**src/rtl/laser_tape_player.sv**
```systemverilog
// Cassette playback engine: buffers tape bytes in a small FIFO and serialises
// each byte MSB-first as square-wave cycles (bit-1 = two short cycles, bit-0 = one long cycle).
module laser_tape_player #(
    parameter int HALF_SHORT = 1638,
    parameter int HALF_LONG  = 3276,
    parameter int FIFO_DEPTH = 4
) (
    input  logic        F14M,
    input  logic        reset_n,
    input  logic        play,
    input  logic [7:0]  in_data,
    input  logic        in_valid,
    output logic        in_ready,
    output logic        casin,
    output logic        busy,
    output logic        underrun,
    output logic [15:0] byte_count,
    output logic [1:0]  state_dbg
);

    localparam int CW = $clog2(HALF_LONG);
    localparam int AW = $clog2(FIFO_DEPTH);
    localparam logic [CW-1:0] SHORT_M1 = CW'(HALF_SHORT - 1);
    localparam logic [CW-1:0] LONG_M1  = CW'(HALF_LONG - 1);
    localparam logic [AW:0]   FULL_LVL = (AW+1)'(FIFO_DEPTH);

    typedef enum logic [1:0] {IDLE = 2'd0, LOAD = 2'd1, HIGH = 2'd2, LOW = 2'd3} state_t;

    // Handshake: a byte moves when in_valid && in_ready on a rising edge;
    // in_ready depends only on the FIFO fill level, never on a same-cycle pop.

    logic [7:0]    mem_q [FIFO_DEPTH];
    logic [AW-1:0] wr_ptr_q, rd_ptr_q;
    logic [AW:0]   fill_q, fill_d;
    logic          ne_q;
    logic          push, pop;

    state_t        state_q;
    logic [CW-1:0] cnt_q;
    logic [1:0]    cyc_q;
    logic [2:0]    idx_q;
    logic [7:0]    sh_q;
    logic          casin_q, underrun_q;
    logic [15:0]   byte_count_q;
    logic [7:0]    head;
    logic [CW-1:0] half_m1;

    assign in_ready   = (fill_q != FULL_LVL);
    assign push       = in_valid && in_ready;
    assign pop        = (state_q == LOAD);
    assign head       = mem_q[rd_ptr_q];
    assign half_m1    = sh_q[7] ? SHORT_M1 : LONG_M1;

    assign casin      = casin_q;
    assign underrun   = underrun_q;
    assign byte_count = byte_count_q;
    assign busy       = (fill_q != '0) || (state_q != IDLE);
    assign state_dbg  = state_q;

    always_comb begin
        fill_d = fill_q;
        if (push && !pop)
            fill_d = fill_q + (AW+1)'(1);
        else if (pop && !push)
            fill_d = fill_q - (AW+1)'(1);
    end

    always_ff @(posedge F14M) begin
        if (push)
            mem_q[wr_ptr_q] <= in_data;
    end

    // ne_q lags the fill level by a clock, which sets the empty-FIFO start latency.
    always_ff @(posedge F14M or negedge reset_n) begin
        if (!reset_n) begin
            wr_ptr_q <= '0;
            rd_ptr_q <= '0;
            fill_q   <= '0;
            ne_q     <= 1'b0;
        end else begin
            if (push)
                wr_ptr_q <= wr_ptr_q + AW'(1);
            if (pop)
                rd_ptr_q <= rd_ptr_q + AW'(1);
            fill_q <= fill_d;
            ne_q   <= (fill_q != '0);
        end
    end

    always_ff @(posedge F14M or negedge reset_n) begin
        if (!reset_n) begin
            state_q      <= IDLE;
            cnt_q        <= '0;
            cyc_q        <= 2'd0;
            idx_q        <= 3'd0;
            sh_q         <= 8'h00;
            casin_q      <= 1'b0;
            underrun_q   <= 1'b0;
            byte_count_q <= 16'h0000;
        end else begin
            underrun_q <= 1'b0;
            case (state_q)
                IDLE: begin
                    casin_q <= 1'b0;
                    if (play && ne_q)
                        state_q <= LOAD;
                end
                LOAD: begin
                    sh_q    <= head;
                    idx_q   <= 3'd7;
                    cyc_q   <= head[7] ? 2'd2 : 2'd1;
                    cnt_q   <= head[7] ? SHORT_M1 : LONG_M1;
                    casin_q <= 1'b1;
                    state_q <= HIGH;
                end
                HIGH: begin
                    if (cnt_q != '0) begin
                        cnt_q <= cnt_q - CW'(1);
                    end else begin
                        cnt_q   <= half_m1;
                        casin_q <= 1'b0;
                        state_q <= LOW;
                    end
                end
                LOW: begin
                    if (cnt_q != '0) begin
                        cnt_q <= cnt_q - CW'(1);
                    end else if (cyc_q == 2'd2) begin
                        cyc_q   <= 2'd1;
                        cnt_q   <= half_m1;
                        casin_q <= 1'b1;
                        state_q <= HIGH;
                    end else if (idx_q != 3'd0) begin
                        sh_q    <= {sh_q[6:0], 1'b0};
                        idx_q   <= idx_q - 3'd1;
                        cyc_q   <= sh_q[6] ? 2'd2 : 2'd1;
                        cnt_q   <= sh_q[6] ? SHORT_M1 : LONG_M1;
                        casin_q <= 1'b1;
                        state_q <= HIGH;
                    end else begin
                        // Byte finished; play is only sampled here and in IDLE.
                        byte_count_q <= byte_count_q + 16'd1;
                        if (play && ne_q) begin
                            state_q <= LOAD;
                        end else begin
                            underrun_q <= play;
                            state_q    <= IDLE;
                        end
                    end
                end
                default: state_q <= IDLE;
            endcase
        end
    end

endmodule

```
**config.mk**
```make
export PLATFORM = sky130hd
export DESIGN_NAME = laser_tape_player
export DESIGN_NICKNAME = d
export VERILOG_FILES = /design/src/rtl/laser_tape_player.sv
export SDC_FILE = /design/constraint.sdc
export NUM_CORES = 1
export LEC_CHECK = 0
export CAP_MARGIN = 10
export CELL_PAD_IN_SITES_DETAIL_PLACEMENT = 2
export CELL_PAD_IN_SITES_GLOBAL_PLACEMENT = 2
export CORE_MARGIN = 5
export CORE_UTILIZATION = 36
export CTS_CLUSTER_DIAMETER = 50
export DETAILED_ROUTE_END_ITERATION = 8
export PLACE_DENSITY_LB_ADDON = 0.1
export SETUP_SLACK_MARGIN = 0.02
export SKIP_LAST_GASP = 1
export SYNTH_ARGS = -nofsm -noshare
export SYNTH_HDL_FRONTEND = slang
export SYNTH_SLANG_ARGS = --single-unit
```
**constraint.sdc**
```tcl
create_clock -name F14M -period 1.97 [get_ports F14M]
set_input_delay 0.197 -clock F14M [delete_from_list [all_inputs] [get_ports F14M]]
set_output_delay 0.197 -clock F14M [all_outputs]
set_load 0.03 [all_outputs]
```
==> out/qor.yml, run 1 <==
status: "finished, violations left"
violations: "negative setup slack"
first_iter_violations: 100
tightest_slew_ns: 0.587
required_ns: 2.20
worstSetupStartpointType: "flip-flop"
synth_ff_type: "dfrtp_1"
grt_max_degree: 29
fin_ws_ns: -0.0661
clkSlewWorstSetupHoldPaths_ns: 0.07
die_w_um: 116
vias_per_cell: 5.21
synth_area_leader_cell: "dfrtp_1"
crit_slowest_cell: "dfrtp_1"
rows: 38
grt_pass1_wl_mm: 17.4
tns_ns: -0.137
maxSlewViolCount: 0
grt_pass1_vias: 3252
dr.pass1.iters: 4
r2r.worst_path.cells: 8
core_mm2: 0.0109
cp_top_family: "compound AO/OA/AOI/OAI gates"
grt_use_total_pct: 17.2
cts.sinks: 85
critical_path.cell_chain: "inv_2 -> ha_4 -> nor4b_4 -> buf_4 -> and4b_2 -> a32o_2 -> o31a_1 -> o22a_1"
cellPowerDensity_mw_per_mm2: 1250
yosys_warnings: 0
cp.depth: 8
wl_mm: 10.9
fillCellCount: 1083
worstHoldPathType: "in2async"
vias: 2869
fp.dieH_um: 116
htreeDepth: 3
dp_cells: 519
critical_path.max_fanout: 7
synth-edff-count: 32
synthDistinctLibCells: 57
clk_latency_ns: 0.35
io_pins: 34
async_flop_share_pct: 62.4
grt_overflow: 0
final_nets: 428
maxCapViolations: 0
utilization_pct: 49.6
yosysSeqAreaShare_pct: 56.5
hold_violations: 0
gp_congestion: 0.766
syn_avg_cell_area_um2: 12.8
synth_seq_cells: 85
drive_above_1_share_pct: 31.9
cts-root-buf: "clkbuf_16"
netlist.area_leader.share_pct: 32.7
final-setup-viol-count: 4
leakage_nw: 2.26
fin_crit_sh_pct: 103
synth_area_leaders: "dfrtp_1 33%, edfxtp_1 24%, mux4_2 4.4%, xnor2_1 3.5%, ha_1 2.8%"
vdd_drop_max_uv: 826
critPathCaptureType: "flip-flop"
instances_no_fill: 551
skew_ns: 0.00677
max_slew_margin_pct: 60.9
cp_num_buf_inv: 2
slowest_delay_ns: 0.37
arrival_ns: 2.27
clockBufferDepth: 2
fin_crit_ns: 2.04
io_buffers: 33
synth_area_mm2: 0.00405
numCtsBuffers: 9
wl_per_cell_um: 19.8
initial_core_util_pct: 37.0
rsz0062_at_grt: "true"
clock.fmax_mhz: 491
diodes: 0
antenna_found_initial: 0
synthCells: 316
dieArea_mm2: 0.0135
cts_tree: "done"
drc: 0
crit_type: "reg2reg"
syn2layout_area_growth_pct: 33.9
synth.net_count: 338
dp_hpwl_mm: 7.55
postRouteAntennaNets: 0
metal layers:
metal,vias up,GRT usage (%),share of wire (%)
met5,-,0,0
met4,0,6.88,1.8
met3,14,3.97,2.5
met2,33,29.0,52
met1,1466,21.2,44
li1,1356,-,-
state kept, by name, indices dropped and copies added, names as in the netlist:
register    count
underrun        1
wr_ptr_q        2
cyc_q           2
sh_q            8
ne_q            1
cnt_q          12
state_dbg       2
rd_ptr_q        2
idx_q           3
mem_q          32
fill_q          3
byte_count     16
casin           1
Yosys cell counts, drive strengths merged (3+ instances only):
library cell  instances
nand3                13
mux2                  3
nor2b                 3
mux4                  8
nand2b                5
a31oi                 8
xnor2                16
dfrtp                53
buf                   7
xor2                  6
o22a                  4
o21ai                 6
nor3                  5
nand2                27
inv                  10
edfxtp               32
a21oi                16
ha                    9
and2                  3
nor2                 18
mux2i                11
a32o                  3
nand4                 8
and3                 10
worst paths after layout:
kind	endpoint	slack, ns	startpoint
worst max register to register	cnt_q[9]$_DFFE_PN0P_	-0.07	cnt_q[0]$_DFFE_PN0P_
worst min register to register	underrun$_DFF_PN0_	0.47	ne_q$_DFF_PN0_
max in group asynchronous	sh_q[0]$_DFFE_PN0P_	0.97	reset_n
worst min-delay path	cnt_q[4]$_DFFE_PN0P_	0.39	reset_n
min in group F14M	underrun$_DFF_PN0_	0.47	ne_q$_DFF_PN0_
worst max-delay path	cnt_q[9]$_DFFE_PN0P_	-0.07	cnt_q[0]$_DFFE_PN0P_
placed cells by master (no fill, tap or decap), drive strengths merged, types with 2 or more instances in the layout:
master	n
a32o	3
mux2i	11
clkbuf	10
mux2	3
dfrtp	53
nor2	18
nand2b	5
a31oi	8
nor2b	3
o21ai	6
mux4	8
ha	9
and2	3
buf	55
clkdlybuf4s50	29
dlygate4sd2	3
a21oi	16
clkinvlp	4
or3	2
and3	10
nor3b	2
xnor2	16
nand3	13
a2bb2oi	2
nor4	2
nor3	5
o31ai	2
nand2	27
nand4	8
and4	2
o22a	4
edfxtp	32
inv	11
xor2	6
worst register-to-register path, cell delays in order, from the launching register on:
cell	delay, ns
dfrtp_1	0.37
inv_2	0.06
ha_4	0.16
nor4b_4	0.12
buf_4	0.16
and4b_2	0.30
a32o_2	0.26
o31a_1	0.29
o22a_1	0.20
where the power goes:
| group | internal, mW | switching [mW] |
|---|---|---|
| clock | 1.03 | 0.750 |
| sequential | 2.32 | 0.359 |
| combinational | 1.14 | 1.19 |
through the flow:
| step | worst slack [ns] | cell area [um^2] | hold slack, ns | total power [mW] |
|---|---|---|---|---|
| finish | -0.0661 | 5430 | 0.387 | 6.79 |
| floorplan | -0.00124 | 4060 | -0.0986 | 3.99 |
| global route | -0.127 | 5430 | 0.432 | 7.23 |
| detailed placement | -0.0588 | 4820 | 0.236 | 4.80 |
| global placement | -0.00932 | 4820 | 0.232 | 4.71 |
| CTS | 0.00512 | 5250 | 0.395 | 6.70 |
cell families after synthesis:
group,synth area share (%)
AOI/OAI and AO/OA,9.67
DFF,56.5
adders and majority gates,3.27
muxes,8.09
and+or+nand+nor,15.5
xor gates and xnor gates,4.76
buffers and inverters,2.29
cell type report:
cell class | instances | area (um^2) | share of cell area, %
Timing Repair Buffer | 88 | 803 | 14.8
Clock inverter | 6 | 71.3 | 1.31
Tap cell | 140 | 175 | 3.23
Multi-Input combinational cell | 212 | 1810 | 33.3
Sequential cell | 85 | 2290 | 42.2
Inverter | 10 | 40.0 | 0.738
Clock buffer | 10 | 239 | 4.40
repair_timing:
item / in CTS / in global routing
hold buffers: 1 / 0
pin swaps: 5 / 14
endpoints found under the setup margin: 30 / 41
buffers inserted: 7 / 9
resized for setup: 24 / 32
gates cloned: 0 / 1
hold endpoints to repair: 19 / 0
Power figures use the tool's default switching activity.
==> run 2: changes to the inputs <==
Settings changed: CORE_UTILIZATION 36 to 35.
==> out/qor.yml, run 2 (same netlist as run 1, synthesis figures left out) <==
status: "finished, violations left"
violations: "negative setup slack"
max_slew_margin_pct: 62.8
clkSlewWorstSetupHoldPaths_ns: 0.07
fillCellCount: 1104
initial_core_util_pct: 35.6
design_area_mm2: 0.00542
largest_reg_flops: 32
slowest_delay_ns: 0.39
fp.dieH_um: 118
instances_no_fill: 555
first_iter_violations: 93
whs_ns: 0.368
grt_pass1_vias: 3328
mostFrequentLayoutCell: "dfrtp_1"
clkPwrFrac_pct: 26.6
dieArea_mm2: 0.0138
critical_path.cell_chain: "inv_2 -> ha_4 -> nor4b_4 -> buf_4 -> buf_12 -> nand4b_4 -> o31ai_4 -> nand2_2 -> mux2_4"
dp_cells: 525
skew_ns: 0.00921
grt_max_degree: 33
cellPowerDensity_mw_per_mm2: 1270
htreeDepth: 3
io_buffers: 33
largest-register: "mem_q"
switching_power_mw: 2.39
grt_use_total_pct: 17.0
sw_frac_of_total_pct: 34.7
critical_path.max_fanout: 3
maxCapViolations: 0
crit_slowest_cell: "dfrtp_1"
worstHoldPathType: "in2async"
syn2layout_area_growth_pct: 33.7
cts-root-buf: "clkbuf_16"
grt_overflow: 0
wl_mm: 11.4
place_ws_ns: -0.126
numCtsBuffers: 9
arrival_ns: 2.28
fin_ws_ns: -0.0698
vias: 2915
io_pins: 34
gp_congestion: 0.754
required_ns: 2.21
final-setup-viol-count: 12
crit_type: "reg2reg"
pwr-share-comb_pct: 34.4
die_w_um: 118
critPathCaptureType: "flip-flop"
rsz0062_at_grt: "true"
place_area_mm2: 0.00483
postRouteAntennaNets: 0
hold_violations: 0
wl_per_cell_um: 20.5
rows: 39
antenna_found_initial: 0
sequentialPowerShare_pct: 39.0
dp_hpwl_mm: 7.70
cts_tree: "done"
leakage_nw: 2.29
drive_above_1_share_pct: 31.1
fin_crit_ns: 2.04
cts.sinks: 85
vdd_drop_max_uv: 595
maxSlewViolCount: 0
final_nets: 429
drc: 0
clock.fmax_mhz: 490
tightest_slew_ns: 0.558
clockBufferDepth: 2
vias_per_cell: 5.25
dr.pass1.iters: 4
fin_crit_sh_pct: 104
clk_latency_ns: 0.35
diodes: 0
core_mm2: 0.0114
utilization_pct: 47.6
grt_pass1_wl_mm: 18.6
power.internal_mw: 4.49
mostFrequentLayoutCells: "51 x dfrtp_1, 43 x buf_4, 32 x edfxtp_1, 30 x clkdlybuf4s50_1, 20 x nand2_1"
worstSetupStartpointType: "flip-flop"
-- run 2: cell count changes in the layout (fill, tap and decap cells not counted), sizes merged --
| cell | delta |
|---|---|
| clkinvlp | -4 |
| dlygate4sd2 | -3 |
| inv | +5 |
| clkdlybuf4s50 | +1 |
| dlymetal6s2s | +1 |
| buf | +1 |
-- run 2: final timing paths --
path	to	start	cells past startpoint	slack [ns]
max	idx_q[0]$_DFFE_PN0P_	cnt_q[1]$_DFFE_PN0P_	9	-0.07
min	idx_q[0]$_DFFE_PN0P_	reset_n	2	0.37
max reg2reg	idx_q[0]$_DFFE_PN0P_	cnt_q[1]$_DFFE_PN0P_	9	-0.07
min reg2reg	underrun$_DFF_PN0_	ne_q$_DFF_PN0_	1	0.46
max in group asynchronous	state_dbg[0]$_DFFE_PN0P_	reset_n	3	0.99
min in group F14M	underrun$_DFF_PN0_	ne_q$_DFF_PN0_	1	0.46
-- run 2: what timing repair did --
item / CTS / global route
endpoints found under the hold margin: 21 / 0
gates resized for setup: 25 / 23
buffers inserted: 10 / 2
setup endpoints to repair: 47 / 45
gates cloned: 1 / 0
hold buffers: 1 / 0
pin swaps: 13 / 13
-- run 2: power groups by stage --
stage | Sequential (mW) | Clock, mW | Combinational, mW
final | 2.68 | 1.83 | 2.37
after global routing | 2.74 | 1.98 | 2.58
after CTS | 2.68 | 1.88 | 2.34
after detailed placement | 2.72 | 0 | 2.13
after global placement | 2.68 | 0 | 2.05
after floorplan | 2.67 | 0 | 1.32
-- run 2: per-layer routing --
| metal | track usage, % | vias up | share of wire (%) |
|---|---|---|---|
| met4 | 5.73 | 0 | 1.4 |
| met3 | 3.12 | 11 | 2.3 |
| met2 | 29.1 | 41 | 52 |
| li1 | - | 1359 | - |
| met5 | 0 | - | 0 |
| met1 | 21.6 | 1504 | 44 |
-- run 2: layout make-up --
type	count	area (um^2)	share of cell area, %
Clock inverter	7	87.6	1.62
Clock buffer	9	225	4.16
Tap cell	143	179	3.30
Inverter	10	37.5	0.693
Sequential cell	85	2290	42.3
Timing Repair Buffer	89	808	14.9
Multi-Input combinational cell	212	1790	33.0
-- run 2: through the flow --
step	TNS, ns	power (mW)
after floorplan	-0.00124	3.99
after global placement	-0.0852	4.73
after detailed placement	-1.73	4.85
after CTS	-0.243	6.90
after global routing	-2.80	7.30
final	-0.393	6.88
-- run 2: critical path, delay by kind of cell (launching register included) --
family | cells | cell delay [ns]
adder cells (fa/ha/maj) | 1 | 0.14
multiplexers | 1 | 0.31
flip-flops | 1 | 0.39
AND/OR/NAND/NOR | 3 | 0.44
buffers and inverters | 3 | 0.36
AO/OA/AOI/OAI | 1 | 0.28
==> run 3: changes to the inputs <==
Settings changed: CAP_MARGIN 10 to unset.
==> results of run 3 <==
Same layout as run 2: the final DEF is identical, and so are final timing and power.
